$ cat src/rtl/tdm_demux2.sv
// tdm_demux2: receive side of a two-channel serial TDM link.
// Ports: clk/rst (sync, active-high); din/dvalid/fsync serial input;
//   a_out/a_vld, b_out/b_vld recovered words; sel marks slot A;
//   sync_err pulses on a frame marker seen mid-frame.
module tdm_demux2 #(
    parameter int W = 8
) (
    input  logic         clk,
    input  logic         rst,
    input  logic         din,
    input  logic         dvalid,
    input  logic         fsync,
    output logic [W-1:0] a_out,
    output logic         a_vld,
    output logic [W-1:0] b_out,
    output logic         b_vld,
    output logic         sel,
    output logic         sync_err
);

    localparam int CW = $clog2(W);
    localparam logic [CW-1:0] LAST = CW'(W - 1);

    typedef enum logic [1:0] {
        IDLE,
        SLOT_A,
        SLOT_B
    } state_t;

    state_t        state, state_n;
    logic [W-1:0]  sh, sh_n;
    logic [CW-1:0] cnt, cnt_n;
    logic [W-1:0]  a_n, b_n;
    logic          av_n, bv_n, err_n;
    logic [W-1:0]  shifted;

    assign shifted = {sh[W-2:0], din};

    always_ff @(posedge clk) begin
        if (rst) begin
            state    <= IDLE;
            sh       <= '0;
            cnt      <= '0;
            a_out    <= '0;
            b_out    <= '0;
            a_vld    <= 1'b0;
            b_vld    <= 1'b0;
            sync_err <= 1'b0;
            sel      <= 1'b0;
        end else begin
            state    <= state_n;
            sh       <= sh_n;
            cnt      <= cnt_n;
            a_out    <= a_n;
            b_out    <= b_n;
            a_vld    <= av_n;
            b_vld    <= bv_n;
            sync_err <= err_n;
            sel      <= (state_n == SLOT_A);
        end
    end

    always_comb begin
        state_n = state;
        sh_n    = sh;
        cnt_n   = cnt;
        a_n     = a_out;
        b_n     = b_out;
        av_n    = 1'b0;
        bv_n    = 1'b0;
        err_n   = 1'b0;
        if (dvalid) begin
            if (fsync) begin
                // A marker always starts a fresh A slot; inside a
                // frame it also drops the partial word.
                err_n   = (state != IDLE);
                sh_n    = {{(W-1){1'b0}}, din};
                cnt_n   = CW'(1);
                state_n = SLOT_A;
            end else begin
                case (state)
                    SLOT_A, SLOT_B: begin
                        sh_n = shifted;
                        if (cnt == LAST) begin
                            cnt_n = '0;
                            if (state == SLOT_A) begin
                                a_n     = shifted;
                                av_n    = 1'b1;
                                state_n = SLOT_B;
                            end else begin
                                b_n     = shifted;
                                bv_n    = 1'b1;
                                state_n = IDLE;
                            end
                        end else begin
                            cnt_n = cnt + CW'(1);
                        end
                    end
                    default: ;
                endcase
            end
        end
    end

endmodule

$ cat config.mk
export PLATFORM = sky130hd
export DESIGN_NAME = tdm_demux2
export DESIGN_NICKNAME = d
export VERILOG_FILES = /design/src/rtl/tdm_demux2.sv
export SDC_FILE = /design/constraint.sdc
export NUM_CORES = 1
export LEC_CHECK = 0
export BUFFER_PORTS_ARGS = -buffer_cell sky130_fd_sc_hd__buf_2
export CAP_MARGIN = 25
export CORE_UTILIZATION = 53
export DETAILED_ROUTE_END_ITERATION = 8
export GPL_TIMING_DRIVEN = 0
export HOLD_SLACK_MARGIN = 0.02
export PLACE_DENSITY_LB_ADDON = 0.1
export SLEW_MARGIN = 20
export SYNTH_ARGS = -nofsm -noshare
export SYNTH_HDL_FRONTEND = slang
export SYNTH_SLANG_ARGS = --single-unit
$ cat constraint.sdc
create_clock -name clk -period 1.65 [get_ports clk]
set_input_delay 0.33 -clock clk [delete_from_list [all_inputs] [get_ports clk]]
set_output_delay 0.33 -clock clk [all_outputs]
set_load 0.01 [all_outputs]
==> summary.md, run 1 <==
| Metric | Value |
|---|---|
| Clk_lat worst skew | 0.34 ns |
| Worst Setup End Kind | flip-flop |
| CTS Sinks | 32 |
| Leading area contributor after synthesis | dfxtp_1 |
| Post-synth EDFFs | 0 |
| # setup viols final | 0 |
| TritonCTS clock tree | built |
| DR DRC count | 0 |
| Crit-path max FO | 5 |
| I/O pins | 25 |
| Final Critical Period | 1.564 ns |
| Clock network fraction of total power | 0.403 |
| Starting DRT DRC Count | 13 |
| Critical Path AT | 1.82 ns |
| # Max-Cap Violations | 0 |
| Vias per inst | about 5.3 |
| Sum of negative setup slack | 0 ns |
| Cells on worst reg2reg path | 6 |
| Sw Ratio | 0.2159 |
| Final hold violations | 0 |
| Share of layout cells above drive strength 1 | 0.2581 |
| Max Freq | 639.4 MHz |
| Largest net degree at the start of global routing | 11 |
| N_diodes | 0 |
| Die Height | 51.46 um |
| Hold WC Path Type | in -> reg |
| Std cell rows | 17 |
| Initial DRT Pass Iterations | 4 |
| Worst Setup SP | state[0] |
| Sequential share of power | 0.544 |
| Num CTS Buffers | 5 |
| Async set-reset flop share out of synthesis | 0 |
| Clock slew at reported path FFs | ~0.090 ns |
| FILL cells | ~200 |
| Die area | 0.002648 sq mm |
| Final Net Count | around 160 |
| Synth cell types | 24 |
| Logic pwr share | 0.052 |
| FF-to-FF setup slack | 0.09 ns |
| Placer Congestion | roughly 0.77 |
| Post-synth net total | 132 |
| Vias in the first global route | 909 |
| Worst Tran Pin Value | 0.4840 ns |
| Maximum vdd drop | roughly 830 uV |
| Mean Syn Cell Area | 10.54 sq um |
| Clock skew | 0.01565 ns |
| DP Wirelength | 1821 um |
| PD cells | 928.5 mW/mm^2 |
| GRT Total Usage | 0.2260 |
| Per-cell routed wire length | 14.07 um |
| Register bit count reported by yosys | 32 |
| Most common cell in the netlist | dfxtp_1 |
| Fraction of the yosys area taken by sequential cells | 0.4942 |
| Top cell type's share of synthesized area | 0.4942 |
| CTS Buffer Depth | 2 |
| Grt total ovfl | 0 |
| Synth-to-layout area growth | 19.79% |
| RSZ-0062 raised after global routing | no |
| Post-Synthesis Cells | 123 |
| Setup crit start kind | flip-flop |
| Clk root buf | clkbuf_4 |
| Hold Buf Count CTS | 0 |
| First-pass GRT wire length | between 4000 and 5000 um |
| Core ar. | between 0.002 and 0.0025 sq mm |
| Synth Cell Area | 0.001296 sq mm |
| Port Buffer Count | 23 |
| Max-slew violation count | 0 |
| Ys flop type | dfxtp_1 |
| H-tree lvl count | 2 |
| Power Internal | 1130 uW |
| Die X | 51.46 um |
| Post-synth top cells | dfxtp_1, nand2b_1, mux2i_1, nor2_1, a22oi_1 |
| Setup CP Type | reg -> reg |
| Final design utilization | 0.6887 |
| LEAKAGE | 0.0006869 uW |
| Capturing point of the worst reg2reg path | b_out[1] |
| Routed Antenna Nets | 0 |
| Fin crit share | 0.9479 |
| Crit path to | b_out[1] |
| Antenna violations before repair | 0 |
| Status | finished, final reports clean |
| FF-to-FF Start | state[0] |
| Slew HR | 0.6773 |
| Top cells by area, synth | dfxtp_1, mux2i_1, nand2b_1 |
| YS warnings | 0 |
| Crit path required time | between 1.5 and 2 ns |
| Final WL | 2575 um |
| Via count | between 900 and 1000 |
| Initial Util | 0.5749 |
| Net Sw Power | 311.2 uW |
| Worst hold stages | 3 |
==> critical path, stage by stage (launching register included) <==
cell and delay (ns):
dfxtp_2 0.35, inv_1 0.14, ha_4 0.24, and3b_2 0.24, nand3b_1 0.14, buf_6 0.16, mux2i_2 0.23
==> layer usage <==
metal	part of all wire	global-route usage
met5	0	0
met4	0.016	0.09459
met2	0.48	0.3766
met3	0.049	0.08929
met1	0.46	0.2537
==> through the flow <==
step	hold slack, ns	worst slack [ns]	power (uW)	cells	cell area [sq um]
global route	0.2445	0.01120	1497	183	1553
finish	0.2454	0.08602	1442	183	1553
global placement	0.4556	0.08680	871.9	174	1446
floorplan	0.4541	0.1591	851.5	123	1296
CTS	0.2369	0.02823	1447	182	1529
detailed placement	0.4622	-0.01244	874.6	174	1446
==> layout make-up <==
class,instances,area (sq um),share of cell area
Buffer,7,48.80,0.03143
Inverter,2,7.507,0.004835
Timing Repair Buffer,24,122.6,0.07897
Clock inverter,2,35.03,0.02256
Clock buffer,6,41.29,0.02659
Multi-Input combinational cell,82,620.6,0.3997
Sequential cell,32,641.9,0.4134
Tap cell,28,35.03,0.02256
==> worst min-delay path by stage <==
stage	from	slack, ns	to
2_1_floorplan	cnt[0]	0.45	cnt[0]
3_3_place_gp	a_out[1]	0.46	a_out[1]
3_5_place_dp	a_out[2]	0.46	a_out[2]
4_1_cts	din	0.24	sh[0]
5_1_grt	din	0.24	sh[0]
6_report	din	0.25	sh[0]
==> power by group through the flow <==
stage                     Sequential (uW)  Combinational [uW]  Clock, uW
after floorplan                       802                49.1          0
after global placement                802                70.1          0
after detailed placement              802                72.2          0
after CTS                             785                72.9        590
after global routing                  787                83.7        627
final                                 785                75.3        582
==> registers in the layout, summed over array words and instances, names as in the netlist <==
signal,cells
a_out,8
b_out,8
sh,7
cnt,3
state,2
a_vld,1
b_vld,1
sel,1
sync_err,1
==> cells by family (layout without fill, tap and decap cells) <==
logic type | after synthesis | in the layout | synth area share
simple gates | 48 | 48 | 0.2066
flops | 32 | 32 | 0.4942
mux | 17 | 17 | 0.1313
compound gates | 13 | 13 | 0.08880
buf+inv | 9 | 41 | 0.04054
fa+ha+maj | 4 | 4 | 0.03861
==> placed cells by master, fill, tap and decap left out, drive strengths merged <==
cell     n
ha       4
clkinv   1
o21ai    2
a22oi    8
clkbuf  11
and3     1
nor3     1
bufinv   1
nand2    3
a21oi    1
and2     1
inv      2
nand3    1
nand3b   1
mux2i   17
nand4b   1
nor3b    1
buf     26
a221oi   1
nor2    12
dfxtp   32
o311a    1
nand2b  25
and3b    1
==> repair_timing <==
action / 4_1_cts / 5_1_grt
gates resized for setup: 3 / 3
cloned: 0 / 1
endpoints found under the setup margin: 8 / 11
setup buffers: 0 / 0
pin swaps: 0 / 0
No activity file was read; power rests on OpenSTA's default activity.
==> inputs of run 2 (changes only) <==
--- a/config.mk
+++ b/config.mk
@@ -7,7 +7,7 @@
 export LEC_CHECK = 0
 export BUFFER_PORTS_ARGS = -buffer_cell sky130_fd_sc_hd__buf_2
 export CAP_MARGIN = 25
-export CORE_UTILIZATION = 53
+export CORE_UTILIZATION = 40
 export DETAILED_ROUTE_END_ITERATION = 8
 export GPL_TIMING_DRIVEN = 0
 export HOLD_SLACK_MARGIN = 0.02
==> summary.md, run 2 (same netlist as run 1, synthesis figures left out) <==
| Metric | Value |
|---|---|
| Logic pwr share | 0.057 (+0.005) |
| Die Height | 58.93 um (+15%) |
| Max Freq | 656.9 MHz (+2.7%) |
| CTS Buffer Depth | 2 (unchanged) |
| H-tree lvl count | 2 (unchanged) |
| Final hold violations | 0 (unchanged) |
| Max-slew violation count | 0 (unchanged) |
| Final Critical Period | 1.522 ns (-0.04176 ns) |
| Capturing point of the worst reg2reg path | a_out[6] |
| Vias in the first global route | 915 (+0.66%) |
| Status | finished, final reports clean |
| Largest regs | a_out x8, b_out x8, sh x7 |
| Placer Congestion | 0.6624 (-14%) |
| # Max-Cap Violations | 0 (unchanged) |
| FF-to-FF Start | state[1] |
| Vias per inst | 4.889 (-8.0%) |
| TritonCTS clock tree | built |
| Area of the multi-input gates | 616.8 sq um (-0.60%) |
| Die X | 58.93 um (+15%) |
| Commonest non-fill, non-tap cells in the layout | dfxtp_1, nand2b_1, buf_2 |
| Worst Setup End Kind | flip-flop |
| Register area | 641.9 sq um (unchanged) |
| DR DRC count | 0 (unchanged) |
| Largest net degree at the start of global routing | 11 (unchanged) |
| Initial Util | 0.4246 (-0.1503) |
| Starting DRT DRC Count | 20 (+7) |
| Hold EP | sh[0] |
| LEAKAGE | 0.0006784 uW (-1.2%) |
| Power Internal | 1023 uW (-9.5%) |
| Port Buffer Count | 23 (unchanged) |
| PD cells | 853.8 mW/mm^2 (-8.0%) |
| FILL cells | 315 (+55%) |
| Core ar. | 0.003053 sq mm (+35%) |
| Sequential share of power | 0.595 (+0.051) |
| Crit-path max FO | 7 (+2) |
| Most common cell after layout, fill and taps aside | dfxtp_1 |
| DP Area | 0.001466 sq mm (+1.4%) |
| Initial DRT Pass Iterations | 4 (unchanged) |
| DP Wirelength | 1688 um (-7.3%) |
| Final WL | 2470 um (-4.1%) |
| Hold WC Path Type | in -> reg |
| Maximum vdd drop | 422.8 uV (-49%) |
| Num CTS Buffers | 5 (unchanged) |
| FF-to-FF setup slack | 0.13 ns (+0.04 ns) |
| Setup CP Type | reg -> reg |
| Sum of negative setup slack | 0 ns (unchanged) |
| Worst Tran Pin Value | 0.4802 ns (-0.003811 ns) |
| # setup viols final | 0 (unchanged) |
| I/O pins | 25 (unchanged) |
| Clk_lat worst skew | 0.32 ns (-0.02 ns) |
| Worst hold margin | 0.2571 ns (+0.01168 ns) |
| Setup crit start kind | flip-flop |
| Fin crit share | 0.9226 (-0.02531) |
| Worst hold stages | 3 (unchanged) |
| GRT Total Usage | 0.1616 (-0.06439) |
| Clock skew | 0.003392 ns (-0.01225 ns) |
| Net Sw Power | 294.9 uW (-5.3%) |
| Per-cell routed wire length | 12.47 um (-11%) |
| Die area | 0.003472 sq mm (+31%) |
| Cells on worst reg2reg path | 6 (unchanged) |
| Sw Ratio | 0.2237 (+0.007822) |
| Setup bufs post-CTS | 0 (unchanged) |
| Via count | 968 (-0.41%) |
| CTS Sinks | 32 (unchanged) |
| Clk root buf | clkbuf_4 |
| Worst hold start | din |
| Final Net Count | 162 (-0.61%) |
| Slew HR | 0.6799 (+0.002540) |
| N_diodes | 0 (unchanged) |
| Antenna violations before repair | 0 (unchanged) |
| Crit path required time | 1.90 ns (about the same) |
| First-pass GRT wire length | 4050 um (-2.0%) |
| Clock slew at reported path FFs | 0.09 ns (about the same) |
| Std cell rows | 20 (+3) |
| Routed Antenna Nets | 0 (unchanged) |
| RSZ-0062 raised after global routing | no |
| Synth-to-layout area growth | 19.11% |
| Final design utilization | 0.5057 (-0.1829) |
| Fin area | 0.001544 sq mm (-0.56%) |
| Critical Path AT | 1.77 ns (-0.05 ns) |
| Clock network fraction of total power | 0.348 (-0.055) |
| Grt total ovfl | 0 (unchanged) |
| Share of layout cells above drive strength 1 | 0.2532 (-0.004818) |
-- run 2: critical path, stage by stage, from the launching register on --
cell and delay [ns]:
dfxtp_1 0.36, inv_2 0.07, ha_4 0.28, and3b_2 0.21, and3_1 0.18, buf_6 0.16, mux2i_1 0.20
-- run 2: through the flow --
step	power (uW)	instances	setup slack, ns
6_report	1318	198	0.1278
5_1_grt	1364	198	0.01661
4_1_cts	1332	198	0.0005005
3_5_place_dp	875.2	190	0.01544
3_3_place_gp	872.8	190	0.06280
2_1_floorplan	851.5	123	0.1591
-- run 2: repair_timing --
item,CTS,global route
endpoints found under the setup margin,2,22
hold buffers,0,0
gates resized for setup,2,4
-- run 2: cell type report --
type                    count  area share
plain buffers               7     0.03160
clock buffers               8     0.03809
inverters                   2    0.004862
multi-input cells          82      0.3995
flip-flops and latches     32      0.4157
well taps                  44     0.03566
repair buffers             23     0.07455
-- run 2: worst max path at each step --
| stage | end | startpoint | cells after the start |
|---|---|---|---|
| floorplan | a_out[7] | state[0] | 6 |
| global placement | a_out[6] | state[0] | 6 |
| detailed placement | a_out[6] | state[0] | 6 |
| CTS | a_out[6] | state[0] | 6 |
| global route | a_out[3] | state[1] | 6 |
| finish | a_out[6] | state[1] | 6 |
-- run 2: metal layers --
metal  track usage  wire length [um]  up-vias
met4       0.09184                40        0
met5             0                 0        -
met3       0.03956                82        5
li1              -                 -      484
met2        0.2662              1159       21
met1        0.1913              1188      458
-- run 2: power groups by stage --
| stage | registers (uW) | clock network (uW) | logic (uW) |
|---|---|---|---|
| after floorplan | 802 | 0 | 49.1 |
| after global routing | 786 | 494 | 84.3 |
| final | 785 | 458 | 75.2 |
| after global placement | 802 | 0 | 70.9 |
| after CTS | 784 | 474 | 73.3 |
| after detailed placement | 802 | 0 | 73.0 |
==> inputs of run 3 (changes only) <==
--- a/config.mk
+++ b/config.mk
@@ -12,6 +12,7 @@
 export GPL_TIMING_DRIVEN = 0
 export HOLD_SLACK_MARGIN = 0.02
 export PLACE_DENSITY_LB_ADDON = 0.1
+export REMOVE_ABC_BUFFERS = 1
 export SLEW_MARGIN = 20
 export SYNTH_ARGS = -nofsm -noshare
 export SYNTH_HDL_FRONTEND = slang
==> summary.md, run 3 (same netlist as run 1, synthesis figures left out) <==
| Metric | Value |
|---|---|
| Sum of negative setup slack | 0 ns (unchanged) |
| Maximum vdd drop | 489.5 uV (+16%) |
| Clock skew | 0.002367 ns (-0.001025 ns) |
| Met2 Track Usage GR | 0.2549 (-0.01136) |
| Per-cell routed wire length | 11.70 um (-6.2%) |
| Fin crit share | 0.9401 (+0.01749) |
| Starting DRT DRC Count | 15 (-25%) |
| Cells on worst reg2reg path | 6 (unchanged) |
| Clk root buf | clkbuf_4 |
| Register area | 641.9 sq um (unchanged) |
| CTS Buffer Depth | 2 (unchanged) |
| First-pass GRT wire length | 4002 um (-1.2%) |
| Clock slew at reported path FFs | 0.09 ns (about the same) |
| Vias per inst | 4.740 (-3.0%) |
| Worst Tran Pin Value | 0.5619 ns (+0.08168 ns) |
| Fin area | 0.001535 sq mm (-0.57%) |
| Core ar. | 0.003053 sq mm (unchanged) |
| Slew HR | 0.6254 (-0.05445) |
| I/O pins | 25 (unchanged) |
| Via count | 929 (-4.0%) |
| Num CTS Buffers | 5 (unchanged) |
| Share of layout cells above drive strength 1 | 0.2632 (+0.009911) |
| Largest regs | a_out x8, b_out x8, sh x7 |
| Max-slew violation count | 0 (unchanged) |
| Hold WC Path Type | in -> reg |
| Die area | 0.003472 sq mm (unchanged) |
| FILL cells | 304 (-3.5%) |
| GR peak layer | met2 |
| Synth-to-layout area growth | 18.44% |
| Crit-path max FO | 5 (-2) |
| Commonest non-fill, non-tap cells in the layout | dfxtp_1, nand2b_1, buf_2 |
| Pre-CTS WS | -0.5582 ns (-0.5737 ns) |
| Tot Pwr | 1315 uW (-0.22%) |
| Worst Setup End Kind | flip-flop |
| Hold Buf Count CTS | 0 (unchanged) |
| Critical Path AT | 1.83 ns (+0.06 ns) |
| Max Freq | 644.7 MHz (-1.9%) |
| PD cells | 856.8 mW/mm^2 (+0.35%) |
| Vias in the first global route | 869 (-5.0%) |
| Initial Util | 0.4246 (unchanged) |
| Final WL | 2293 um (-7.2%) |
| N_diodes | 0 (unchanged) |
| Clk_lat worst skew | 0.32 ns (about the same) |
| LEAKAGE | 0.0006763 uW (-0.32%) |
| Area of the multi-input gates | 621.8 sq um (+0.81%) |
| Std cell rows | 20 (unchanged) |
| H-tree lvl count | 2 (unchanged) |
| Port Buffer Count | 24 (+4.3%) |
| Largest net degree at the start of global routing | 40 (+29) |
| DP Wirelength | 1508 um (-11%) |
| Crit path required time | 1.93 ns (+0.03 ns) |
| CTS Sinks | 32 (unchanged) |
| Setup CP Type | reg -> reg |
| Most common cell after layout, fill and taps aside | dfxtp_1 |
| Grt total ovfl | 0 (unchanged) |
| Placer Congestion | 0.6705 (+1.2%) |
| Met1 usage | 0.1842 (-0.007082) |
| Initial DRT Pass Iterations | 3 (-1) |
| Status | finished, final reports clean |
| TritonCTS clock tree | built |
| Die Height | 58.93 um (unchanged) |
| GRT Total Usage | 0.1615 (about the same) |
| # Max-Cap Violations | 0 (unchanged) |
| Antenna violations before repair | 0 (unchanged) |
| RSZ-0062 raised after global routing | no |
| DR DRC count | 0 (unchanged) |
| Routed Antenna Nets | 0 (unchanged) |
| DP Area | 0.001426 sq mm (-2.7%) |
| Final Net Count | 160 (-1.2%) |
| Post-route setup slack | 0.09892 ns (-0.02887 ns) |
| # setup viols final | 0 (unchanged) |
| Setup crit start kind | flip-flop |
| Grt met3 use | 0.07253 (+0.03297) |
| Final design utilization | 0.5029 (-0.002869) |
| Die X | 58.93 um (unchanged) |
| Final hold violations | 0 (unchanged) |
| Worst hold stages | 3 (unchanged) |
| Final Critical Period | 1.551 ns (+0.02887 ns) |
-- run 3: cell count changes in the layout (fill, tap and decap cells not counted), sizes merged --
| cell | change |
|---|---|
| clkbuf | -4 |
| buf | +2 |
-- run 3: final timing paths --
check                 from        to  slack, ns
hold / removal         din     sh[0]       0.26
hold reg to reg   b_out[6]  b_out[6]       0.48
setup reg to reg  state[0]       sel        0.1
setup / recovery  state[0]       sel        0.1
-- run 3: cell type report --
cell class	count	share of cell area
well taps	44	0.03586
clock buffers	8	0.03830
inverters	2	0.004890
multi-input cells	82	0.4051
repair buffers	28	0.09780
flip-flops and latches	32	0.4181
-- run 3: layer usage --
metal | vias up | wire, um
li1 | 473 | -
met1 | 430 | 1066
met2 | 21 | 1057
met3 | 5 | 121
met4 | 0 | 47
met5 | - | 0
-- run 3: what timing repair did --
action / CTS / global route
buffers inserted: 4 / 0
pin swaps: 2 / 0
setup endpoints to repair: 20 / 17
resized for setup: 4 / 1
-- run 3: power breakdown --
part	switching [uW]	internal, uW	total, uW
clock network	249	210	459
logic	39.0	32.5	71.5
registers	5.30	780	785
total	293	1020	1320
-- run 3: worst max-delay path, cell delays in order, from the launching register on --
cell      delay (ns)
dfxtp_2         0.34
inv_1           0.15
ha_4            0.24
and3b_2         0.23
buf_4           0.16
a221oi_4        0.23
and2_1          0.15
-- run 3: stage by stage --
step | hold slack (ns) | instances
6_report | 0.2561 | 196
3_5_place_dp | 0.4634 | 184
3_3_place_gp | 0.4554 | 184
2_1_floorplan | 0.3969 | 116
4_1_cts | 0.2462 | 196
5_1_grt | 0.2406 | 196
